### src/rtl/watch_pkg.sv
// Shared types, limits and helpers for the watch time-setting controller:
// edit FSM state encoding, field maxima, blank digit and BCD split.
package watch_pkg;

    typedef enum logic [2:0] {
        ST_RUN   = 3'd0,
        ST_HOURS = 3'd1,
        ST_MIN   = 3'd2,
        ST_SEC   = 3'd3
    } state_t;

    localparam logic [5:0] SEC_MAX = 6'd59;
    localparam logic [5:0] MIN_MAX = 6'd59;

    // Digit format is {enable, bcd[3:0], dp}; blank is disabled, dp on.
    localparam logic [5:0] BLANK_DIGIT = 6'b0_0000_1;

    // Split a binary value (0..63) into {tens, units}.
    function automatic logic [7:0] bcd_split(input logic [5:0] v);
        logic [3:0] t;
        logic [3:0] u;
        t = 4'(v / 6'd10);
        u = 4'(v % 6'd10);
        return {t, u};
    endfunction

    // Out-of-range values land on 0 going up and on the max going down.
    function automatic logic [5:0] fld_inc(input logic [5:0] v,
                                           input logic [5:0] max);
        return (v >= max) ? 6'd0 : v + 6'd1;
    endfunction

    function automatic logic [5:0] fld_dec(input logic [5:0] v,
                                           input logic [5:0] max);
        return (v == 6'd0 || v > max) ? max : v - 6'd1;
    endfunction

endpackage

### src/rtl/btn_repeat.sv
// Button press edge detect with optional hold-to-repeat step generator.
// Ports: clk_i, rst_i, btn_i (debounced level), clear_i (kill timer and
// step this cycle), press_o (rising edge), step_o (one-cycle step pulse).
module btn_repeat #(
    parameter bit          REPEAT_EN     = 1'b1,
    parameter int unsigned DELAY_CYCLES  = 8,
    parameter int unsigned PERIOD_CYCLES = 3
) (
    input  logic clk_i,
    input  logic rst_i,
    input  logic btn_i,
    input  logic clear_i,
    output logic press_o,
    output logic step_o
);

    logic        prev_q;
    logic        rep_q, rep_d;
    logic [31:0] cnt_q, cnt_d;
    logic        hit;

    // cnt_q counts held cycles since the press (or since the last repeat
    // step); rep_q selects the initial delay or the repeat period.
    always_comb begin
        press_o = btn_i & ~prev_q;
        hit     = 1'b0;
        cnt_d   = cnt_q;
        rep_d   = rep_q;
        if (!btn_i || clear_i || !REPEAT_EN) begin
            cnt_d = '0;
            rep_d = 1'b0;
        end else if (press_o) begin
            cnt_d = 32'd1;
            rep_d = 1'b0;
        end else if (!rep_q && cnt_q == DELAY_CYCLES) begin
            hit   = 1'b1;
            cnt_d = 32'd1;
            rep_d = 1'b1;
        end else if (rep_q && cnt_q == PERIOD_CYCLES) begin
            hit   = 1'b1;
            cnt_d = 32'd1;
        end else begin
            cnt_d = cnt_q + 32'd1;
        end
        step_o = (press_o | hit) & ~clear_i;
    end

    always_ff @(posedge clk_i or posedge rst_i) begin
        if (rst_i) begin
            prev_q <= 1'b0;
            rep_q  <= 1'b0;
            cnt_q  <= '0;
        end else begin
            prev_q <= btn_i;
            rep_q  <= rep_d;
            cnt_q  <= cnt_d;
        end
    end

endmodule

### src/rtl/watch_setter.sv
// HH:MM:SS time-setting controller: RUN -> hours -> minutes -> seconds edit
// cycle with auto-repeat, idle abort, commit strobe and blinking display.
// Ports: clk_100MHz_i, reset_i; seconds_i/minutes_i/hours_i from the
// counter; btn_config_i/btn_inc_i/btn_dec_i debounced levels;
// count_enable_o, load_*_o, load_time_o to the counter; d1..d8 digits
// {enable, bcd[3:0], dp} to the display driver.
module watch_setter
    import watch_pkg::*;
#(
    parameter int unsigned CLK_HZ               = 100_000_000,
    parameter int unsigned BLINK_HALF_CYCLES    = CLK_HZ / 2,
    parameter int unsigned REPEAT_DELAY_CYCLES  = CLK_HZ / 2,
    parameter int unsigned REPEAT_PERIOD_CYCLES = CLK_HZ / 10,
    parameter int unsigned TIMEOUT_CYCLES       = 10 * CLK_HZ,
    parameter int unsigned HOUR_MAX             = 23,
    parameter bit          SHOW_12H             = 1'b0
) (
    input  logic       clk_100MHz_i,
    input  logic       reset_i,
    input  logic [5:0] seconds_i,
    input  logic [5:0] minutes_i,
    input  logic [4:0] hours_i,
    input  logic       btn_config_i,
    input  logic       btn_inc_i,
    input  logic       btn_dec_i,
    output logic       count_enable_o,
    output logic [5:0] load_seconds_o,
    output logic [5:0] load_minutes_o,
    output logic [4:0] load_hours_o,
    output logic       load_time_o,
    output logic [5:0] d1,
    output logic [5:0] d2,
    output logic [5:0] d3,
    output logic [5:0] d4,
    output logic [5:0] d5,
    output logic [5:0] d6,
    output logic [5:0] d7,
    output logic [5:0] d8
);

    state_t      state_q, state_d;
    logic [5:0]  sec_q, sec_d;
    logic [5:0]  min_q, min_d;
    logic [4:0]  hr_q, hr_d;
    logic        load_q, load_d;
    logic        blink_q, blink_d;
    logic [31:0] bcnt_q, bcnt_d;
    logic [31:0] idle_q, idle_d;

    logic cfg_press, cfg_step;
    logic inc_press, inc_step;
    logic dec_press, dec_step;
    logic both, editing, inc_s, dec_s;
    logic act, timeout, enter;

    assign both = btn_inc_i & btn_dec_i;

    btn_repeat #(
        .REPEAT_EN     (1'b0),
        .DELAY_CYCLES  (1),
        .PERIOD_CYCLES (1)
    ) u_cfg (
        .clk_i   (clk_100MHz_i),
        .rst_i   (reset_i),
        .btn_i   (btn_config_i),
        .clear_i (1'b0),
        .press_o (cfg_press),
        .step_o  (cfg_step)
    );

    btn_repeat #(
        .REPEAT_EN     (1'b1),
        .DELAY_CYCLES  (REPEAT_DELAY_CYCLES),
        .PERIOD_CYCLES (REPEAT_PERIOD_CYCLES)
    ) u_inc (
        .clk_i   (clk_100MHz_i),
        .rst_i   (reset_i),
        .btn_i   (btn_inc_i),
        .clear_i (both),
        .press_o (inc_press),
        .step_o  (inc_step)
    );

    btn_repeat #(
        .REPEAT_EN     (1'b1),
        .DELAY_CYCLES  (REPEAT_DELAY_CYCLES),
        .PERIOD_CYCLES (REPEAT_PERIOD_CYCLES)
    ) u_dec (
        .clk_i   (clk_100MHz_i),
        .rst_i   (reset_i),
        .btn_i   (btn_dec_i),
        .clear_i (both),
        .press_o (dec_press),
        .step_o  (dec_step)
    );

    always_comb begin
        editing = state_q inside {ST_HOURS, ST_MIN, ST_SEC};
        // A config press in the same cycle swallows the step.
        inc_s   = inc_step & ~cfg_step & editing;
        dec_s   = dec_step & ~cfg_step & editing;
        act     = cfg_press | cfg_step | inc_press | dec_press
                | inc_step | dec_step;
        timeout = editing & ~act & (idle_q == TIMEOUT_CYCLES - 1);

        state_d = state_q;
        sec_d   = sec_q;
        min_d   = min_q;
        hr_d    = hr_q;
        load_d  = 1'b0;
        enter   = 1'b0;
        idle_d  = (editing && !act) ? idle_q + 32'd1 : 32'd0;

        case (state_q)
            ST_RUN: begin
                sec_d = seconds_i;
                min_d = minutes_i;
                hr_d  = hours_i;
                if (cfg_step) begin
                    state_d = ST_HOURS;
                    enter   = 1'b1;
                end
            end
            ST_HOURS: begin
                if (cfg_step) begin
                    state_d = ST_MIN;
                    enter   = 1'b1;
                end else if (timeout) begin
                    state_d = ST_RUN;
                end else if (inc_s) begin
                    hr_d = 5'(fld_inc({1'b0, hr_q}, 6'(HOUR_MAX)));
                end else if (dec_s) begin
                    hr_d = 5'(fld_dec({1'b0, hr_q}, 6'(HOUR_MAX)));
                end
            end
            ST_MIN: begin
                if (cfg_step) begin
                    state_d = ST_SEC;
                    enter   = 1'b1;
                end else if (timeout) begin
                    state_d = ST_RUN;
                end else if (inc_s) begin
                    min_d = fld_inc(min_q, MIN_MAX);
                end else if (dec_s) begin
                    min_d = fld_dec(min_q, MIN_MAX);
                end
            end
            ST_SEC: begin
                if (cfg_step) begin
                    state_d = ST_RUN;
                    load_d  = 1'b1;
                end else if (timeout) begin
                    state_d = ST_RUN;
                end else if (inc_s) begin
                    sec_d = fld_inc(sec_q, SEC_MAX);
                end else if (dec_s) begin
                    sec_d = fld_dec(sec_q, SEC_MAX);
                end
            end
            default: state_d = ST_RUN;
        endcase

        if (enter) idle_d = '0;

        // Feedback: any edit activity shows the field solidly for a phase.
        blink_d = blink_q;
        if (enter || inc_s || dec_s) begin
            blink_d = 1'b1;
            bcnt_d  = '0;
        end else if (bcnt_q == BLINK_HALF_CYCLES - 1) begin
            blink_d = ~blink_q;
            bcnt_d  = '0;
        end else begin
            bcnt_d  = bcnt_q + 32'd1;
        end
    end

    always_ff @(posedge clk_100MHz_i or posedge reset_i) begin
        if (reset_i) begin
            state_q <= ST_RUN;
            sec_q   <= '0;
            min_q   <= '0;
            hr_q    <= '0;
            load_q  <= 1'b0;
            blink_q <= 1'b0;
            bcnt_q  <= '0;
            idle_q  <= '0;
        end else begin
            state_q <= state_d;
            sec_q   <= sec_d;
            min_q   <= min_d;
            hr_q    <= hr_d;
            load_q  <= load_d;
            blink_q <= blink_d;
            bcnt_q  <= bcnt_d;
            idle_q  <= idle_d;
        end
    end

    assign count_enable_o = (state_q == ST_RUN);
    assign load_seconds_o = sec_q;
    assign load_minutes_o = min_q;
    assign load_hours_o   = hr_q;
    assign load_time_o    = load_q;

    logic       run;
    logic [4:0] hr_src, hr_disp;
    logic [7:0] hb, mb, sb;
    logic       en_h, en_m, en_s;

    always_comb begin
        run     = (state_q == ST_RUN);
        hr_src  = run ? hours_i : hr_q;
        hr_disp = hr_src;
        if (SHOW_12H) begin
            if (hr_src == 5'd0)       hr_disp = 5'd12;
            else if (hr_src > 5'd12)  hr_disp = hr_src - 5'd12;
        end
        hb   = bcd_split({1'b0, hr_disp});
        mb   = bcd_split(run ? minutes_i : min_q);
        sb   = bcd_split(run ? seconds_i : sec_q);
        en_h = (state_q == ST_HOURS) ? blink_q : 1'b1;
        en_m = (state_q == ST_MIN)   ? blink_q : 1'b1;
        en_s = (state_q == ST_SEC)   ? blink_q : 1'b1;
    end

    assign d8 = {en_h, hb[7:4], 1'b1};
    assign d7 = {en_h, hb[3:0], 1'b1};
    assign d6 = BLANK_DIGIT;
    assign d5 = {en_m, mb[7:4], 1'b1};
    assign d4 = {en_m, mb[3:0], 1'b1};
    assign d3 = BLANK_DIGIT;
    assign d2 = {en_s, sb[7:4], 1'b1};
    assign d1 = {en_s, sb[3:0], 1'b1};

endmodule

### config.mk
export PLATFORM = sky130hd
export DESIGN_NAME = watch_setter
export DESIGN_NICKNAME = d
export VERILOG_FILES = /design/src/rtl/watch_pkg.sv /design/src/rtl/btn_repeat.sv /design/src/rtl/watch_setter.sv
export SDC_FILE = /design/constraint.sdc
export NUM_CORES = 1
export LEC_CHECK = 0
export BUFFER_PORTS_ARGS = -buffer_cell sky130_fd_sc_hd__buf_2
export CAP_MARGIN = 25
export CORE_MARGIN = 8
export CORE_UTILIZATION = 67
export CTS_BUF_LIST = sky130_fd_sc_hd__clkbuf_8
export DETAILED_ROUTE_END_ITERATION = 10
export PLACE_DENSITY = 0.94
export SLEW_MARGIN = 20
export SYNTH_ARGS = -nofsm -noshare
export SYNTH_HDL_FRONTEND = slang
export SYNTH_HIERARCHICAL = 1
export SYNTH_SLANG_ARGS = --single-unit
### constraint.sdc
create_clock -name clk_100MHz_i -period 5.6 [get_ports clk_100MHz_i]
set_input_delay 0.56 -clock clk_100MHz_i [delete_from_list [all_inputs] [get_ports clk_100MHz_i]]
set_output_delay 0.56 -clock clk_100MHz_i [all_outputs]
set_load 0.03 [all_outputs]
Word level (Yosys, flattened, before mapping)
Cells that the tools add are included.
- flip-flop bits (word level): 155
- output and inout bits: 67
- $add $sub $neg: 10
- div/mod/pow operators: 6
- magnitude comparators: 6
- eq/ne operators: 19
- muxes and demuxes: 64
- bitwise operators: 25
- reduce and logical (&&, ||, !) cells: 32
- operators by type and width (cell ; number):
    two-way mux 32 bit ; 12
    adder 32 x 1 -> 32 bit, second input constant ; 4
    equality test 32 x 26 -> 1 bit, second input constant ; 3
    two-way mux 6 bit ; 14
    equality test 32 x 24 -> 1 bit, second input constant ; 2
    two-way mux 5 bit ; 7
    equality test 32 x 30 -> 1 bit, second input constant ; 1
    one-hot mux 6 bit (2 select lines) ; 2
    two-way mux 1 bit ; 22
    two-way mux 3 bit ; 5
    adder 6 x 1 -> 6 bit, second input constant ; 2
    AND 1 bit ; 12
    divider 6 x 4 -> 6 bit, second input constant ; 2
    >= comparator 6 bit, second input constant ; 2
    > comparator 6 bit, second input constant ; 2
    zero test 6 bit ; 2
    modulo 6 x 4 -> 6 bit, second input constant ; 2
    inequality test 2 bit, second input constant ; 6
    one-hot mux 3 bit (4 select lines) ; 1
    AND reduction 4 bit ; 3
    subtractor 6 x 1 -> 6 bit, second input constant ; 2
    one-hot mux 5 bit (2 select lines) ; 1
    inequality test 3 bit, second input constant ; 3
    nonzero test 3 bit ; 3
    other kinds (18) ; 47

Longest topological paths before layout
- word-level depth: 16
- depth in mapped cells: 17

Modules after synthesis
Netlist, hierarchy kept.
- modules (own cells, without submodules) (module ; instances ; cells each ; area each (um^2)):
    watch_setter ; 1 ; 777 ; 6266.0
    btn_repeat at u_dec ... ; 2 ; 204 ; 1971.9
    btn_repeat at u_cfg ; 1 ; 4 ; 47.5

Worst setup path after synthesis
OpenSTA, ideal clock, no wires.
- kind: reg2out
- start point: reg state_q[0]
- end point: out d1[4]
- arrival time: 3929 ps
- required time: 5040 ps
- setup slack: 1111 ps
- cell stages (with the launch flop): 16
- cell sequence: dfrtp_1 > or3_1 > buf_2 > inv_2 > buf_1 > clkbuf_1 > a21oi_1 > ha_1 > a221oi_4 > nor2_1 > a22oi_1 > ha_1 > nor2_1 > mux2i_1 > a41oi_1 > a31oi_1
- longest elaborated chain between the ends: 3
- RTL lines (element ; line ; source):
    from (decl) ; watch_setter.sv:41 ; state_t state_q, state_d;
    from (signal assigned) ; watch_setter.sv:189 ; state_q <= state_d;
    zero test 3 bit ; n/a ;
    net count_enable_o ; watch_setter.sv:26 ; output logic count_enable_o,
    two-way mux 6 bit ; watch_setter.sv:221 ; sb = bcd_split(run ? seconds_i : sec_q);
    modulo 6 x 4 -> 6 bit ; watch_pkg.sv:23 ; u = 4'(v % 6'd10);
    to (decl) ; watch_setter.sv:31 ; output logic [5:0] d1,
The timed path passes the listed nets, and every way through them passes these cells.

Worst setup path in the final report
- start point: reg state_q[0]
- end point: out d1[4]
- longest elaborated chain between the ends: 3
- RTL lines (element ; line ; source):
    zero test 3 bit ; watch_setter.sv:212 ; run = (state_q == ST_RUN);
    two-way mux 6 bit ; watch_setter.sv:221 ;
    modulo 6 x 4 -> 6 bit ; watch_pkg.sv:23 ;
No other way between the ends.

==> flow_metrics.tcl <==
set metrics [dict create \
    cts_resized 0 \
    slowest_delay_ns 0.67 \
    nNetsFinal 1250 \
    place.port_buffers 66 \
    dpl_cell_area_sq_mm 0.0105 \
    worstMarginPinSlew_ns 0.986 \
    timing.hold.ws_ns 0.240 \
    place.gp.congestion 0.899 \
    synthToLayoutAreaGrowth_pct 5.81 \
    multi_input_area_sq_mm 0.00579 \
    hpwl_mm 16.4 \
    final_antenna_net_count 0 \
    drive_gt1_share_pct 10.7 \
    highest_layer "met4" \
    grt_pass1_wl_mm 40.4 \
    netlist_top_cells_count "155 x dfrtp_1, 110 x nor2_1, 96 x nand2_1" \
    cp_cell_sequence "or3_1 -> inv_2 -> a21oi_1 -> ha_1 -> nor3_1 -> or3_1 -> o21ai_0 -> a22oi_1 -> ha_1 -> nor2_1 -> mux2i_1 -> a41oi_1 -> a31oi_1 -> buf_2" \
    finalWirelength_mm 23.8 \
    wl_per_cell_um 16.9 \
    core_sq_mm 0.0151 \
    critPathBufInv 2 \
    synth.largest_area_cell "dfrtp_1" \
    wl_met2_mm 11.4 \
    num_vias 9193 \
    ys.flop_type "dfrtp_1" \
    ys_ff_latch 155 \
    finalHoldViolations 0 \
    n_fill_cell 1059 \
    drt_iter0_drc 912 \
    cts_buffer_depth 2 \
    cp.required_ns 5.04 \
    ys_seq_area_share_pct 37.8 \
    avgSynthCellArea_sq_um 8.63 \
    status "finished clean" \
    die_w_um 140 \
    syn_area_sq_mm 0.0103 \
    slew_headroom_pct 34.1 \
    cap_violations 0 \
    finalMaxSlewViolations 0 \
    cp-end-kind "output pin" \
    start_kind "register" \
    ys.warnings.count 6 \
    finalCritPeriodShare_pct 90.5 \
    min_period_ns 5.07 \
    cts.sink_count 155 \
    final.setup_skew_ns 0.0174 \
    synthCells 1189 \
    grt.overflow.total 0 \
    io_pins 89 \
    synthArstFlopShare_pct 100 \
    setup_viol 0 \
    cts_setup_buffers 0 \
    cp_max_fo 35 \
    finalSetupTns_ns 0 \
    dieArea_sq_mm 0.0195 \
    setup.worst_path.class "reg2out" \
    n_antenna_cell 0 \
    drtPass1Iterations 6 \
    cts_buffers 17 \
    seq_area_sq_mm 0.00388 \
    fmax_mhz 197 \
    clock_latency_ns 0.46 \
    arrival_ns 4.51 \
    synthDistinctLibCells 74 \
    die_h_um 140 \
    clk_pin_slew_ns 0.09 \
    rsz0062_at_grt "no" \
    finalInstanceArea_sq_mm 0.0109 \
    cts_tree "built" \
    root_buffer "clkbuf_8" \
    p_leak_nw 4.43 \
    grt_pass1_vias 8645 \
    ir_drop_mv 0.218 \
    htree_levels 4 \
    yosysMostFrequentCell "dfrtp_1" \
    initial_core_util_pct 68.0 \
    hp-class "in2reg" \
    num_rows 45 \
    synth_top_area_share_pct 37.8 \
    grt_start_max_net_pins 47 \
    avgViaCountPerCell 6.53 \
    critical-path-slowest-cell "or3_1" \
    drc 0 \
    wl_met1_mm 10.4 \
    powerDensity_mw_per_mm2 252 \
    antenna_found_initial 0 \
    critical_path.top_delay_family "simple AND/OR/NAND/NOR gates" \
    wl_met3_mm 1.43 \
    synth_edf_count 0 \
    grt_usage_pct 24.3 \
    synthTopCellsByArea "dfrtp_1 38%, xor2_1 4.8%, nor2_1 4.0%, nand2_1 3.5%, o21ai_0 2.9%" \
    hold_buffers 1 \
]
[path summary, 6_finish.rpt]
| path | start | end | slack, ns | depth (start not counted) |
|---|---|---|---|---|
| setup / recovery | state_q[0] | d1[4] | 0.53 | 14 |
| hold / removal | btn_dec_i | u_dec/prev_q | 0.24 | 1 |
| setup reg to reg | u_dec/cnt_q[0] | load_seconds_o[5] | 1.81 | 11 |
| hold reg to reg | idle_q[0] | idle_q[0] | 0.50 | 1 |
| max in group asynchronous | reset_i | bcnt_q[19] | 4.12 | 5 |
| min in group asynchronous | reset_i | u_cfg/prev_q | 0.52 | 3 |
[kinds of logic (layout without fill, tap and decap cells)]
logic type / after synthesis / in the layout / share of synthesized area (%)
buffers and inverters: 136 / 145 / 6.77
adder cells (fa/ha/maj): 21 / 21 / 2.54
other: 2 / 24 / 0.0732
flip-flops: 155 / 155 / 37.8
multiplexers: 21 / 21 / 2.17
AO/OA/AOI/OAI: 244 / 244 / 15.9
XOR/XNOR: 88 / 88 / 7.51
AND/OR/NAND/NOR: 522 / 522 / 27.3
[area by class of cell]
type / count / area share (%)
inverter: 39 / 1.36
sequential: 155 / 35.7
tap: 188 / 2.17
clock inverter: 13 / 1.30
multi-input combinational: 920 / 53.4
clock buffer: 18 / 2.28
timing repair buffer: 75 / 3.78
[worst reg2reg max path: cells and delay by family, from the launching register on]
kind | cells | cell delay (ns)
AO/OA/AOI/OAI | 5 | 1.91
AND/OR/NAND/NOR | 4 | 1.13
flip-flops | 1 | 0.45
adder cells (fa/ha/maj) | 1 | 0.14
buffers and inverters | 1 | 0.08
[routing by layer]
layer / vias up / global-route usage, %
met5: - / 0
met3: 60 / 5.68
met2: 372 / 39.1
met4: 0 / 9.14
li1: 4329 / -
met1: 4432 / 31.2
[where the power goes]
group | internal [mW] | total, mW | switching [mW]
logic | 0.215 | 0.644 | 0.429
registers | 1.16 | 1.24 | 0.0846
clock network | 0.410 | 0.853 | 0.443
total | 1.78 | 2.74 | 0.957
[state kept, by name, indices dropped and copies added (netlist names)]
register        cells
bcnt_q             32
idle_q             32
u_dec/cnt_q        32
u_inc/cnt_q        32
load_minutes_o      6
load_seconds_o      6
load_hours_o        5
state_q             3
blink_q             1
load_time_o         1
u_cfg/prev_q        1
u_dec/prev_q        1
u_dec/rep_q         1
u_inc/prev_q        1
u_inc/rep_q         1
[cell usage in the layout, fill, tap and decap left out, types with 36 or more instances in the layout]
cell type / Yosys / final
dfrtp_1: 155 / 155
buf_2: 10 / 67
nor2_1: 110 / 110
a211oi_1: 38 / 36
a21oi_1: 47 / 47
nor3_1: 48 / 48
xor2_1: 56 / 56
o21ai_0: 59 / 59
nand3_1: 56 / 56
nand2_1: 96 / 96
inv_1: 38 / 38
[metrics by stage]
stage	std cells	util [%]	total power [mW]	setup WS (ns)
final	1408	71.9	2.74	0.534
after global routing	1408	71.9	2.86	0.0625
after CTS	1408	71.9	2.74	0.577
after detailed placement	1376	69.3	1.90	1.08
after global placement	1374	69.1	1.88	1.23
after floorplan	1211	-	1.75	1.11
No activity file was read; power rests on OpenSTA's default activity.
